File: src/rtl/shift_tx_sequencer.sv
// Control stage in front of the 8-bit ShiftRegister: accepts bytes on valid/ready,
// drives the register's load/shift pins and frames its output as a UART-style serial line.
module shift_tx_sequencer #(
   parameter int BIT_CYCLES = 4,
   parameter int STOP_BITS  = 1,
   parameter int MSB_FIRST  = 0
) (
   input  logic       c,
   input  logic       rst,
   input  logic [7:0] data,
   input  logic       valid,
   output logic       ready,
   output logic [7:0] sr_d,
   output logic       sr_l,
   output logic       sr_r,
   output logic       sr_i,
   input  logic [7:0] sr_q,
   output logic       txd,
   output logic       busy,
   output logic       done
);

   localparam int CW = (BIT_CYCLES > 1) ? $clog2(BIT_CYCLES) : 1;
   localparam int SB = STOP_BITS * BIT_CYCLES;
   localparam int SW = (SB > 1) ? $clog2(SB) : 1;
   localparam logic [CW-1:0] CYC_LAST  = CW'(BIT_CYCLES - 1);
   localparam logic [SW-1:0] STOP_LAST = SW'(SB - 1);
   localparam bit MSB = (MSB_FIRST != 0);

   typedef enum logic [2:0] {IDLE, LOAD, START, DATA, STOP} state_t;

   state_t        state, state_n;
   logic [CW-1:0] cyc_cnt, cyc_n;
   logic [2:0]    bit_cnt, bit_n;
   logic [SW-1:0] stop_cnt, stop_n;
   logic          load_n, shift_n;
   logic          txd_q;
   logic          accept;
   logic          sr_q_unused;

   // Handshake: a byte is taken on a rising edge where valid and ready are both high.
   // ready is high exactly while IDLE; valid while ready is low is ignored, nothing queues.
   assign accept = valid && ready;

   // During DATA the line follows the register's outgoing end directly.
   assign txd = (state == DATA) ? (MSB ? sr_q[7] : sr_q[0]) : txd_q;
   assign sr_q_unused = ^sr_q[6:1];

   always_comb begin
      state_n = state;
      cyc_n   = cyc_cnt;
      bit_n   = bit_cnt;
      stop_n  = stop_cnt;
      case (state)
         IDLE: begin
            if (accept) state_n = LOAD;
         end
         LOAD: begin
            state_n = START;
            cyc_n   = '0;
         end
         START: begin
            if (cyc_cnt == CYC_LAST) begin
               state_n = DATA;
               cyc_n   = '0;
               bit_n   = '0;
            end else begin
               cyc_n = cyc_cnt + CW'(1);
            end
         end
         DATA: begin
            if (cyc_cnt == CYC_LAST) begin
               cyc_n = '0;
               if (bit_cnt == 3'd7) begin
                  state_n = STOP;
                  stop_n  = '0;
               end else begin
                  bit_n = bit_cnt + 3'd1;
               end
            end else begin
               cyc_n = cyc_cnt + CW'(1);
            end
         end
         STOP: begin
            if (stop_cnt == STOP_LAST) state_n = IDLE;
            else                       stop_n  = stop_cnt + SW'(1);
         end
         default: state_n = IDLE;
      endcase
      // Outputs are registered from the next state, so a shift lands on the period's last cycle.
      load_n  = (state_n == LOAD);
      shift_n = (state_n == DATA) && (cyc_n == CYC_LAST) && (bit_n != 3'd7);
   end

   always_ff @(posedge c or posedge rst) begin
      if (rst) begin
         state    <= IDLE;
         cyc_cnt  <= '0;
         bit_cnt  <= '0;
         stop_cnt <= '0;
         ready    <= 1'b1;
         busy     <= 1'b0;
         done     <= 1'b0;
         txd_q    <= 1'b1;
         sr_l     <= 1'b0;
         sr_r     <= 1'b0;
         sr_i     <= 1'b1;
         sr_d     <= 8'h00;
      end else begin
         state    <= state_n;
         cyc_cnt  <= cyc_n;
         bit_cnt  <= bit_n;
         stop_cnt <= stop_n;
         ready    <= (state_n == IDLE);
         busy     <= (state_n != IDLE);
         done     <= (state_n == STOP) && (stop_n == STOP_LAST);
         txd_q    <= (state_n != START);
         sr_l     <= load_n || (shift_n && MSB);
         sr_r     <= load_n || (shift_n && !MSB);
         sr_i     <= 1'b1;
         if (accept) sr_d <= data;
      end
   end

endmodule

File: config.mk
export PLATFORM = sky130hd
export DESIGN_NAME = shift_tx_sequencer
export DESIGN_NICKNAME = d
export VERILOG_FILES = /design/src/rtl/shift_tx_sequencer.sv
export SDC_FILE = /design/constraint.sdc
export NUM_CORES = 1
export LEC_CHECK = 0
export CAP_MARGIN = 20
export CORE_UTILIZATION = 49
export DETAILED_ROUTE_END_ITERATION = 16
export PLACE_DENSITY = 0.88
export SYNTH_ARGS = -nofsm -noshare
export SYNTH_HDL_FRONTEND = slang
export SYNTH_SLANG_ARGS = --single-unit
File: constraint.sdc
create_clock -name c -period 3.7 [get_ports c]
set_input_delay 0.74 -clock c [delete_from_list [all_inputs] [get_ports c]]
set_output_delay 0.74 -clock c [all_outputs]
set_load 0.01 [all_outputs]
==> run_results.csv <==
group,metric,value,unit
clock_network,root_buffer,"clkbuf_4",
job,drv_cap,0,
place,placed_cells,144,
place,portBuffers,25,
floorplanning,die_x,50.0,µm
floorplanning,dieHeight,50.0,µm
clock_network,clk_pin_slew,0.12,ns
logic_synthesis,yosysTopAreaCell,"dfrtp_1",
logic_synthesis,synth.area.top_cells,"dfrtp_1 49%, mux2_2 9.0%, dfstp_2 4.7%",
floorplanning,die_area,0.00250,mm²
layout,area_growth,25.7,%
timing,setup_viol,0,
floorplanning,boundaryPins,34,
clock_network,hold_buffers,0,
layout,regArea,603,µm²
clock_network,cts_buffers,3,
route,drt-total-wl,2.12,mm
timing,fin_skew,0.00352,ns
logic_synthesis,synth.avg_cell_area,11.9,µm²
logic_synthesis,synth_top_area_share,48.7,%
floorplanning,start_util,51.6,%
logic_synthesis,synth_flop_cell,"dfrtp_1",
timing,fin_crit,2.80,ns
worst_setup_path,cp-start-kind,"register",
floorplanning,core,0.00219,mm²
worst_setup_path,cp_max_fo,11,
layout,fin_area,0.00142,mm²
global_routing,grt_pass1_vias,798,
pwr,p_per_area,699,mW/mm²
route,drtIter0Drc,8,
hold_path,hold_path.class,"register to register",
worst_setup_path,crit_type,"register to primary output",
logic_synthesis,yosysWarnings,0,
route,via_count,828,
pwr,total_power,993,µW
clock_network,clock_path_buffers,2,
route,avgViaCountPerCell,5.59,
worst_setup_path,crit_required,2.96,ns
run_status,status,"finished clean",
global_routing,antenna_found_initial,0,
global_routing,grt_max_degree,25,
logic_synthesis,async_flop_share,100,%
route,first_pass_iters,4,
layout,drive_gt1_share,17.5,%
clock_network,cts_tree,"done",
pwr,leakagePower,0.000595,µW
timing,fin_tns_setup,0,ns
layout,finalNonFillerCells,148,
clock_network,clock_latency,0.32,ns
logic_synthesis,ys_seq_area_share,53.4,%
timing,fmax,357,MHz
layout,multi_input_area,484,µm²
clock_network,htree_num_levels,1,
logic_synthesis,netlist_area,0.00113,mm²
timing,slew_violations,0,
global_routing,grt_usage,19.3,%
layout,diodes,0,
global_routing,grt_pass1_wl,3.51,mm
logic_synthesis,ys_ff_latch,24,
worst_setup_path,crit_arrival,2.06,ns
logic_synthesis,yosys.cell_types.count,39,
clock_network,clock_sinks,24,
timing,relSlewSlack,42.1,%
logic_synthesis,postSynthCellCount,95,
timing,rsz0062_at_grt,"no",
clock_network,cts_setup_buffers,0,
worst_setup_path,crit_path_end_kind,"primary output",
logic_synthesis,synth_most_common_cell,"dfrtp_1",
timing,tightest_slew,0.867,ns
route,wl_per_cell,14.3,µm
logic_synthesis,synth_edf_count,0,
hold_path,hold_depth,1,
floorplanning,fp-row-count,17,
clock_network,ctsResizeCount,0,
route,ant_nets,0,
global_routing,gr-total-overflow,0,
place,dp_hpwl,1.56,mm
layout,nFillCells,175,
logic_synthesis,synth_nets,116,
route,drc,0,
timing,finalCritPeriodShare,75.6,%
place,place_area,0.00138,mm²
pwr,ir_drop,0.404,mV
layout,nets,142,
place,gp_congestion,0.832,
logic_synthesis,netlist_top_cells_count,"22 x dfrtp_1, 9 x mux2_2, 8 x nand2_1, 8 x o21ai_0, 5 x nor2_1",
timing,hold_viol_final,0,
worst_setup_path,r2r_cells,5,
## power breakdown
group | leakage (µW) | switching [µW] | internal (µW)
sequential | 0.000279 | 91.0 | 351
combinational | 0.000295 | 191 | 226
clock | 0.0000210 | 74.7 | 60.3
## worst max-delay path: stages (launching register included)
cell and delay, ns:
dfrtp_1 0.59, and2b_1 0.26, nand2_1 0.09, mux2_2 0.33, clkdlybuf4s50_1 0.47
## per-layer routing
metal	global-route usage, %	vias up	part of all wire [%]
met3	3.09	5	3.9
li1	-	388	-
met2	33.6	26	50
met5	0	-	0
met4	11.4	0	2.3
met1	22.0	409	43
## placed cells by master, fill, tap and decap left out, types with 2 or more instances in the layout
| cell type | instances |
|---|---|
| a21oi_1 | 2 |
| clkbuf_4 | 3 |
| clkdlybuf4s50_1 | 25 |
| dfrtp_1 | 22 |
| dfstp_2 | 2 |
| ha_1 | 2 |
| inv_1 | 2 |
| mux2_2 | 9 |
| nand2_1 | 8 |
| nand2b_1 | 2 |
| nand4_1 | 3 |
| nand4bb_1 | 2 |
| nor2_1 | 5 |
| o21ai_0 | 8 |
## stage by stage
step | setup WS (ns) | hold WS (ns) | utilization [%]
finish | 0.901 | 0.518 | 64.8
global route | 0.778 | 0.539 | 64.8
CTS | 0.892 | 0.522 | 64.8
detailed placement | 1.10 | 0.493 | 63.2
global placement | 1.10 | 0.486 | 63.2
floorplan | 1.86 | 0.484 | -
## final timing paths
path / startpoint / slack, ns / endpoint
max: state[2]$_DFF_PP0_ / 0.90 / txd
min: sr_d[0]$_DFFE_PP0P_ / 0.52 / sr_d[0]$_DFFE_PP0P_
max reg2reg: bit_cnt[0]$_DFF_PP0_ / 1.88 / busy$_DFF_PP0_
min reg2reg: sr_d[0]$_DFFE_PP0P_ / 0.52 / sr_d[0]$_DFFE_PP0P_
max in group asynchronous: rst / 2.27 / sr_r$_DFF_PP0_
min in group asynchronous: rst / 0.90 / done$_DFF_PP0_
## registers in the layout, indices dropped and copies added (netlist names)
name      count
bit_cnt       3
busy          1
cyc_cnt       2
done          1
ready         1
sr_d          8
sr_l          1
sr_r          1
state         3
stop_cnt      2
txd_q         1
## area by class of cell
cell class	count	share of cell area, %
multi-input combinational	64	34.1
inverter	3	0.793
timing repair buffer	25	17.6
clock buffer	4	2.56
sequential	24	42.5
tap	28	2.47
## cells by family (layout without fill, tap and decap cells)
kind of cell,count (synthesis),in the layout,share of synthesized area [%]
flip-flops,24,24,53.4
buffers and inverters,7,32,3.76
other,1,1,0.332
multiplexers,10,10,9.86
AO/OA/AOI/OAI,19,19,13.1
AND/OR/NAND/NOR,32,32,17.4
adder cells (fa/ha/maj),2,2,2.21
No activity file was read; power rests on OpenSTA's default activity.
==> RTL change, RTL diff (config.mk and constraints unchanged) <==
`BIT_CYCLES`: 4 -> 8.
--- a/src/rtl/shift_tx_sequencer.sv
+++ b/src/rtl/shift_tx_sequencer.sv
@@ -2,5 +2,5 @@
 // drives the register's load/shift pins and frames its output as a UART-style serial line.
 module shift_tx_sequencer #(
-   parameter int BIT_CYCLES = 4,
+   parameter int BIT_CYCLES = 8,
    parameter int STOP_BITS  = 1,
    parameter int MSB_FIRST  = 0
Formal check against the unedited RTL: not equivalent (Yosys sat finds a counterexample within 10 cycles, from zero or initial values and one cycle with rst high).
==> RTL change against the unedited design <==
Routed wire length down 1.9%. Area after synthesis increased by 4.3%. Via count is 3.7% higher. Register-to-register slack improved by 110 ps. Die area grew 4.1%. Design area grew 5.6%. Worst setup slack improved by 150 ps. Sequential cell count up 2. Largest cell class unchanged.
Power is not compared: it rests on default switching activity, and its combinational part moved more than twofold at a synthesized area within 25%.
==> RTL change: results (changes against the unedited design) <==
| Parameter | Value | Unit | vs unedited |
|---|---|---|---|
| Global placer's final weighted congestion | 0.814 | - | was 0.832 |
| Setup Slack @ Placement | 1090 | ps | was 1100 ps |
| Maximum fanout encountered on the critical timing path | 8 | - | was 11 |
| Post-DR vias/cell | 5.54 | - | was 5.59 |
| Leading post-synthesis cells by cell area | dfrtp_1 51%, mux2_2 8.6%, ha_1 5.3% | - | was dfrtp_1 49%, mux2_2 9.0%, dfstp_2 4.7% |
| Status | completed | - | unchanged |
| Fin crit share | 71.5 | % | was 75.6% |
| Portion of netlist area occupied by mux cells | 9.45 | % | was 9.86% |
| Avg Synthesized Cell Area | 11.7 | um2 | was 11.9 um2 |
| Area after DPL | 1440 | um2 | was 1380 um2 |
| Iteration count of the initial detailed-routing pass | 4 | - | unchanged |
| Number of DRC markers after the initial detailed-route iteration | 3 | - | was 8 |
| Launch point of the worst reg-to-reg path | cyc_cnt[0] | - | was bit_cnt[0] |
| Cell with the largest stage delay on the worst path | clkdlybuf4s50_1 | - | was dfrtp_1 |
| Vias in the first global route | 812 | - | was 798 |
| Hold path endpoint | done | - | was sr_d[0] |
| Fraction of layout instances using a drive strength above 1 | 16.5 | % | was 17.5% |
| Destination of the worst register-to-register timing path | sr_r | - | was busy |
| Overall fraction of global-route tracks in use | 17.4 | % | was 19.3% |
| Routed wire length per instance | 13.4 | um | was 14.3 um |
| Number of buffers created by CTS | 3 | - | unchanged |
| Post-Route WL | 2080 | um | was 2120 um |
| Hold Slack | 508 | ps | was 518 ps |
| Part of the Yosys area used for sequential elements | 55.4 | % | was 53.4% |
| Adder-cell share of the synthesized area | 5.31 | % | was 2.21% |
| Mapped Nets | 125 | - | was 116 |
| Classification of the worst-slack hold path | reg2reg | - | unchanged |
| CP startpoint | state[1] | - | was state[2] |
| Worst Skew | 6.77 | ps | was 3.52 ps |
| Count of cell types in the netlist | 36 | - | was 39 |
| HPWL Detailed | 1520 | um | was 1560 um |
| First-pass GRT wire length | 3330 | um | was 3510 um |
| Most instantiated cells after synthesis | 24 x dfrtp_1, 10 x nand2_1, 9 x mux2_2 | - | was 22 x dfrtp_1, 9 x mux2_2, 8 x nand2_1, 8 x o21ai_0, 5 x nor2_1 |
| Post-synthesis compound-gate area fraction | 10.5 | % | was 13.1% |
| Hold Path Cell Cnt | 1 | - | unchanged |
| Delay of the slowest cell on the worst path | 520 | ps | was 590 ps |
| Number of max-cap violations | 0 | - | unchanged |
| Depth of the most critical reg-to-reg path | 6 | - | was 5 |
| Crit path max-delay family | buffers and inverters | - | was flip-flops |
| Origin of the worst min-delay path | stop_cnt[0] | - | was sr_d[0] |
| Slack of the worst reg-to-reg path | 1990 | ps | was 1880 ps |
| Pin count of the biggest net entering global routing | 27 | - | was 25 |
| Placed Cells incl. Taps | 150 | - | was 144 |
RTL change: cell types whose count changed in the layout (fill, tap and decap cells not counted), sizes merged, moves of 2 or more:
cell and change:
a31oi +2, dfrtp +2, ha +3, inv +4
nand3 +5, nand4bb -2, nor2 -2, o21ai -3
RTL change: where the power goes:
| group | internal [mW] | total [mW] | switching (mW) |
|---|---|---|---|
| Clock | 0.0601 | 0.139 | 0.0786 |
| Sequential | 0.284 | 0.284 | 0 |
| Combinational | 0.0145 | 0.0229 | 0.00841 |
RTL change: final cells by class:
class | count | area [um2]
multi-input cells | 64 | 470
repair buffers | 26 | 278
well taps | 28 | 35.0
flip-flops and latches | 26 | 653
inverters | 7 | 26.3
clock buffers | 4 | 36.3
fillers | 173 | 734
RTL change: layer usage:
metal | vias to the layer above | part of all wire, % | track usage, %
met1 | 410 | 42 | 18.9
met4 | 0 | 0.91 | 6.94
met3 | 4 | 6.2 | 3.27
li1 | 411 | - | -
met2 | 34 | 51 | 32.7
met5 | - | 0 | 0
